--- src/rtl/udp_mode_pkg.sv ---
// udp_mode_pkg: constants shared by the UDP mode-switch receiver and the
// key-triggered transmitter (command values, command length) plus the
// receiver FSM state encoding.
package udp_mode_pkg;

    localparam logic [15:0] PKG_MODE_CAM = 16'h0001;
    localparam logic [15:0] PKG_MODE_SD  = 16'h0003;
    localparam logic [15:0] PKG_CMD_LEN  = 16'd2;

    localparam logic [1:0] ST_IDLE  = 2'd0;
    localparam logic [1:0] ST_RECV  = 2'd1;
    localparam logic [1:0] ST_CHECK = 2'd2;

    // True when the assembled payload is one of the two known mode commands.
    function automatic logic is_known_mode(input logic [15:0] value,
                                           input logic [15:0] cam_val,
                                           input logic [15:0] sd_val);
        return (value == cam_val) || (value == sd_val);
    endfunction

endpackage

--- src/rtl/udp_mode_rx_if.sv ---
// udp_mode_rx_if: receive application interface of the UDP stack
// (payload byte strobe, byte, and payload length).
interface udp_mode_rx_if;

    logic        app_rx_data_valid;
    logic [7:0]  app_rx_data;
    logic [15:0] app_rx_data_length;

    modport master (
        output app_rx_data_valid,
        output app_rx_data,
        output app_rx_data_length
    );

    modport slave (
        input app_rx_data_valid,
        input app_rx_data,
        input app_rx_data_length
    );

endinterface

--- src/rtl/udp_mode_rx.sv ---
// udp_mode_rx: assembles a 2-byte big-endian mode-switch command from the
// UDP payload stream, validates byte count, length field and value, then
// latches the new mode with an update strobe or drops it with an error pulse.
// Optional accept/reject statistics counters: define MODE_RX_STATS_EN.
module udp_mode_rx
    import udp_mode_pkg::*;
#(
    parameter logic [15:0] CMD_LEN   = PKG_CMD_LEN,
    parameter logic [15:0] MODE_CAM  = PKG_MODE_CAM,
    parameter logic [15:0] MODE_SD   = PKG_MODE_SD,
    parameter logic [15:0] INIT_MODE = PKG_MODE_CAM
) (
    input  logic          clk,
    input  logic          rst_n,
    udp_mode_rx_if.slave  rx,
    output logic [15:0]   mode_cmd,
    output logic          cam_en,
    output logic          sd_en,
    output logic          mode_update,
    output logic          cmd_err,
    output logic          busy,
    output logic [15:0]   rx_ok_cnt,
    output logic [15:0]   rx_err_cnt
);

    logic [1:0]  r_state;
    logic [15:0] r_cmd_shift;
    logic [15:0] r_byte_cnt;
    logic [15:0] r_len_q;
    logic [15:0] r_mode_cmd;
    logic        r_cam_en;
    logic        r_sd_en;
    logic        r_mode_update;
    logic        r_cmd_err;
    logic        r_busy;

    logic [1:0]  w_state_nxt;
    logic [15:0] w_shift_nxt;
    logic [15:0] w_cnt_nxt;
    logic [15:0] w_len_nxt;
    logic [15:0] w_mode_nxt;
    logic        w_check;
    logic        w_accept;
    logic        w_reject;

    // Packet verdict, evaluated during the single CHECK cycle.
    always_comb begin
        w_check  = (r_state == ST_CHECK);
        w_accept = w_check
                 && (r_byte_cnt == CMD_LEN)
                 && (r_len_q == CMD_LEN)
                 && is_known_mode(r_cmd_shift, MODE_CAM, MODE_SD);
        w_reject = w_check && !w_accept;
        if (w_accept) begin
            w_mode_nxt = r_cmd_shift;
        end else begin
            w_mode_nxt = r_mode_cmd;
        end
    end

    // FSM next state and byte-assembly datapath; a byte seen in CHECK starts
    // the next packet exactly as in IDLE so back-to-back packets lose nothing.
    always_comb begin
        w_state_nxt = r_state;
        w_shift_nxt = r_cmd_shift;
        w_cnt_nxt   = r_byte_cnt;
        w_len_nxt   = r_len_q;
        case (r_state)
            ST_IDLE, ST_CHECK: begin
                if (rx.app_rx_data_valid) begin
                    w_state_nxt = ST_RECV;
                    w_shift_nxt = {8'h00, rx.app_rx_data};
                    w_cnt_nxt   = 16'd1;
                    w_len_nxt   = rx.app_rx_data_length;
                end else begin
                    w_state_nxt = ST_IDLE;
                end
            end
            ST_RECV: begin
                if (rx.app_rx_data_valid) begin
                    w_shift_nxt = {r_cmd_shift[7:0], rx.app_rx_data};
                    if (r_byte_cnt != 16'hFFFF) begin
                        w_cnt_nxt = r_byte_cnt + 16'd1;
                    end else begin
                        w_cnt_nxt = r_byte_cnt;
                    end
                end else begin
                    w_state_nxt = ST_CHECK;
                end
            end
            default: begin
                w_state_nxt = ST_IDLE;
            end
        endcase
    end

    // State, datapath and registered outputs.
    always_ff @(posedge clk or negedge rst_n) begin
        if (!rst_n) begin
            r_state       <= ST_IDLE;
            r_cmd_shift   <= 16'h0000;
            r_byte_cnt    <= 16'd0;
            r_len_q       <= 16'd0;
            r_mode_cmd    <= INIT_MODE;
            r_cam_en      <= (INIT_MODE == MODE_CAM);
            r_sd_en       <= (INIT_MODE == MODE_SD);
            r_mode_update <= 1'b0;
            r_cmd_err     <= 1'b0;
            r_busy        <= 1'b0;
        end else begin
            r_state       <= w_state_nxt;
            r_cmd_shift   <= w_shift_nxt;
            r_byte_cnt    <= w_cnt_nxt;
            r_len_q       <= w_len_nxt;
            r_mode_cmd    <= w_mode_nxt;
            r_cam_en      <= (w_mode_nxt == MODE_CAM);
            r_sd_en       <= (w_mode_nxt == MODE_SD);
            r_mode_update <= w_accept;
            r_cmd_err     <= w_reject;
            r_busy        <= (w_state_nxt != ST_IDLE);
        end
    end

`ifdef MODE_RX_STATS_EN
    logic [15:0] r_ok_cnt;
    logic [15:0] r_err_cnt;

    // Accept/reject counters, wrapping, updated on the same edge as the pulses.
    always_ff @(posedge clk or negedge rst_n) begin
        if (!rst_n) begin
            r_ok_cnt  <= 16'd0;
            r_err_cnt <= 16'd0;
        end else begin
            if (w_accept) begin
                r_ok_cnt <= r_ok_cnt + 16'd1;
            end
            if (w_reject) begin
                r_err_cnt <= r_err_cnt + 16'd1;
            end
        end
    end

    assign rx_ok_cnt  = r_ok_cnt;
    assign rx_err_cnt = r_err_cnt;
`else
    assign rx_ok_cnt  = 16'd0;
    assign rx_err_cnt = 16'd0;
`endif

    assign mode_cmd    = r_mode_cmd;
    assign cam_en      = r_cam_en;
    assign sd_en       = r_sd_en;
    assign mode_update = r_mode_update;
    assign cmd_err     = r_cmd_err;
    assign busy        = r_busy;

endmodule

--- src/flat_wrapper.sv ---
// flat-port wrapper written by rule: the top's interface ports become plain ports
module udp_mode_rx_flat import udp_mode_pkg::*;
#(
    parameter logic [15:0] CMD_LEN   = PKG_CMD_LEN,
    parameter logic [15:0] MODE_CAM  = PKG_MODE_CAM,
    parameter logic [15:0] MODE_SD   = PKG_MODE_SD,
    parameter logic [15:0] INIT_MODE = PKG_MODE_CAM
)
  (clk, rst_n, mode_cmd, cam_en, sd_en, mode_update, cmd_err, busy, rx_ok_cnt, rx_err_cnt, rx_app_rx_data_valid, rx_app_rx_data, rx_app_rx_data_length);
  udp_mode_rx_if rx_i ();
  input  logic clk;
  input  logic rst_n;
  output logic [15:0] mode_cmd;
  output logic cam_en;
  output logic sd_en;
  output logic mode_update;
  output logic cmd_err;
  output logic busy;
  output logic [15:0] rx_ok_cnt;
  output logic [15:0] rx_err_cnt;
  input wire logic [$bits(rx_i.app_rx_data_valid)-1:0] rx_app_rx_data_valid;
  input wire logic [$bits(rx_i.app_rx_data)-1:0] rx_app_rx_data;
  input wire logic [$bits(rx_i.app_rx_data_length)-1:0] rx_app_rx_data_length;
  assign rx_i.app_rx_data_valid = rx_app_rx_data_valid;
  assign rx_i.app_rx_data = rx_app_rx_data;
  assign rx_i.app_rx_data_length = rx_app_rx_data_length;
  udp_mode_rx #(.CMD_LEN(CMD_LEN), .MODE_CAM(MODE_CAM), .MODE_SD(MODE_SD), .INIT_MODE(INIT_MODE)) u_core (.clk(clk), .rst_n(rst_n), .rx(rx_i), .mode_cmd(mode_cmd), .cam_en(cam_en), .sd_en(sd_en), .mode_update(mode_update), .cmd_err(cmd_err), .busy(busy), .rx_ok_cnt(rx_ok_cnt), .rx_err_cnt(rx_err_cnt));
endmodule
--- config.mk ---
export PLATFORM = sky130hd
export DESIGN_NAME = udp_mode_rx_flat
export DESIGN_NICKNAME = d
export VERILOG_FILES = /design/src/rtl/udp_mode_pkg.sv /design/src/rtl/udp_mode_rx_if.sv /design/src/rtl/udp_mode_rx.sv /design/src/flat_wrapper.sv
export SDC_FILE = /design/constraint.sdc
export NUM_CORES = 1
export LEC_CHECK = 0
export CAP_MARGIN = 40
export CORE_MARGIN = 1
export CORE_UTILIZATION = 53
export DETAILED_ROUTE_END_ITERATION = 8
export PLACE_DENSITY = 0.86
export SYNTH_ARGS = -nofsm -noshare
export SYNTH_HDL_FRONTEND = slang
export SYNTH_SLANG_ARGS = --single-unit
--- constraint.sdc ---
create_clock -name clk -period 2.9 [get_ports clk]
set_input_delay 0.435 -clock clk [delete_from_list [all_inputs] [get_ports clk]]
set_output_delay 0.435 -clock clk [all_outputs]
set_load 0.02 [all_outputs]
==> results.py <==
metrics = {
    "global_route": {
        "grt.met1_usage_pct": 30.1,
        "grt_pass1_vias": 2284,
        "grt_first_pass_wirelength_um": 10500,
        "overflow": 0,
        "grt_util_met3_pct": 4.43,
        "grtUsageTotal_pct": 21.5,
        "groute.layer.met2.usage_pct": 32.6,
        "antenna_found_initial": 0,
        "grt_max_degree": 38,
        "busiest_layer": "met2",
    },
    "floorplan": {
        "placementRows": 28,
        "start_util_pct": 55.1,
        "fp.dieW_um": 80.7,
        "ios": 80,
        "die-area_sq_mm": 0.00652,
        "core_sq_mm": 0.00596,
        "die-height_um": 80.7,
    },
    "clocking": {
        "cts_hold_buf": 0,
        "htreeDepth": 3,
        "cts-resized-gates": 0,
        "clkLatencyLatePin_ps": 350,
        "root_buffer": "clkbuf_8",
        "cts_buffers": 9,
        "cts_max_path_buffers": 2,
        "clk_pin_slew_ps": 70,
        "cts_tree": "yes",
        "post-cts-setup-buffer-count": 0,
        "clock-sinks": 71,
    },
    "route": {
        "drc": 0,
        "vias_per_cell": 5.08,
        "vias": 2322,
        "routedWlPerCell_um": 13.3,
        "first_pass_iters": 4,
        "drt_wl_total_um": 6070,
        "ant_nets": 0,
        "initialDrtViolationCount": 165,
    },
    "synth": {
        "synth_top_flop_cell": "dfrtp_1",
        "synth_seq_area_share_pct": 54.2,
        "post-synth-top-area-cell": "dfrtp_1",
        "synth-edff-count": 0,
        "synth_area_leaders": "dfrtp_1 53%, nand2_1 9.4%, buf_4 7.3%",
        "yosysUniqueCellTypes": 44,
        "yosys_warnings": 0,
        "synth_area_sq_mm": 0.00328,
        "synthArstFlopShare_pct": 100,
        "netlist_instances": 327,
        "syn_area_per_cell_sq_um": 10.0,
        "synth_top_area_share_pct": 52.6,
        "ys_seq_elements": 71,
    },
    "worst_setup_path": {
        "end_kind": "register",
        "critical_path_class": "reg2reg",
        "path_max_fanout": 11,
        "worstSetupStartpointType": "register",
        "cp.arrival_ps": 2540,
        "required_ps": 3180,
    },
    "place": {
        "io_buffers": 47,
        "gp_congestion": 0.850,
        "dp_hpwl_um": 4250,
        "dpl.cell_count": 441,
    },
    "timing": {
        "tns_ps": 0,
        "clock_skew_ps": 5.40,
        "slew_headroom_pct": 49.0,
        "post-route-min-period_ps": 2270,
        "timing.final.max_slew_violations": 0,
        "worst_pin_slew_ps": 765,
        "fin_crit_sh_pct": 78.1,
        "fmax_mhz": 441,
        "hold_viol_final": 0,
        "setup_violations": 0,
        "rsz0062_at_grt": "false",
    },
    "power_and_ir_drop": {
        "peakVddDrop_v": 0.000292,
        "leakage_nw": 1.87,
        "power_density_mw_per_mm2": 543,
    },
    "cells_and_area": {
        "most-common-layout-cells": "82 x nand2_1, 69 x dfrtp_1, 46 x clkdlybuf4s50_1, 32 x conb_1, 21 x nor2_1",
        "finalNonFillerCells": 457,
        "diodes": 0,
        "nets": 406,
        "synthToLayoutAreaGrowth_pct": 19.0,
        "fill_cells": 459,
        "drive_above_1_share_pct": 9.69,
        "mostFrequentLayoutCell": "nand2_1",
    },
    "min_path": {
        "min_path_type": "in2async",
    },
    "flow_run": {
        "maxCapViolCount": 0,
    },
    "run_status": {
        "outcome": "finished, final reports clean",
    },
}
-- cells in the mapped netlist, types with 3 or more instances --
cell,number
nand2_1,82
inv_1,4
dfrtp_1,69
nor3_1,3
nand4_1,7
nor4_1,11
buf_2,4
buf_4,32
xnor2_1,7
a22o_1,8
mux2_1,3
nor4b_1,3
nand2b_1,4
nor2_1,21
a21oi_1,8
clkbuf_1,6
nand3_1,5
nor2b_1,14
-- sequential cells by signal (all words and copies together) (netlist names), 2 cells and up --
name	flops
u_core.r_cmd_shift	16
u_core.mode_cmd	16
u_core.r_byte_cnt	16
u_core.r_len_q	16
u_core.r_state	2
-- final cells by class --
class	instances	area [sq um]	area share (%)
multi-input cells	238	1300	33.3
flip-flops and latches	71	1780	45.5
inverters	5	18.8	0.480
repair buffers	52	515	13.2
clock buffers	10	138	3.52
well taps	75	93.8	2.40
clock inverters	6	60.1	1.54
-- report_power, final --
| group | total, mW | internal (mW) | switching (mW) |
|---|---|---|---|
| clock network | 0.782 | 0.416 | 0.367 |
| logic | 0.227 | 0.0895 | 0.138 |
| registers | 1.11 | 1.06 | 0.0554 |
-- final timing paths --
kind | slack [ps] | start | cells after the start | end
worst max-delay path | 630 | u_core.r_byte_cnt[0] | 7 | u_core.cam_en
worst min-delay path | 160 | rst_n | 1 | u_core.r_len_q[14]
worst max register to register | 630 | u_core.r_byte_cnt[0] | 7 | u_core.cam_en
worst min register to register | 480 | u_core.r_len_q[1] | 2 | u_core.r_len_q[1]
max in group asynchronous | 2090 | rst_n | 2 | u_core.r_byte_cnt[13]
min in group clk | 480 | u_core.r_len_q[1] | 2 | u_core.r_len_q[1]
-- routing by layer --
layer	up-vias	routed length, um
met1	1121	2770
met2	59	2960
li1	1130	-
met3	12	229
met5	-	0
met4	0	110
-- critical path: stages, from the launching register on --
cell,delay [ps]
dfrtp_1,440
inv_1,100
ha_1,150
nor4b_1,260
nand4_1,200
nor3_2,560
buf_4,290
mux2i_1,200
-- stage by stage --
stage	hold WS, ps	worst slack [ps]	cell area [sq um]	total power, mW	utilization [%]
global placement	457	400	3710	1.35	62.3
finish	161	634	3910	2.12	65.6
detailed placement	455	366	3710	1.36	62.3
CTS	180	634	3910	2.14	65.6
global route	220	460	3910	2.21	65.6
floorplan	139	970	3400	1.29	-
-- cells by family after synthesis --
group / count (synthesis) / synth area share, %
flip-flops: 71 / 54.2
XOR/XNOR: 7 / 1.87
AO/OA/AOI/OAI: 28 / 6.59
adder cells (fa/ha/maj): 2 / 0.762
AND/OR/NAND/NOR: 164 / 25.0
buffers and inverters: 49 / 9.87
other: 1 / 0.114
multiplexers: 5 / 1.64
No activity file was read; power rests on OpenSTA's default activity.
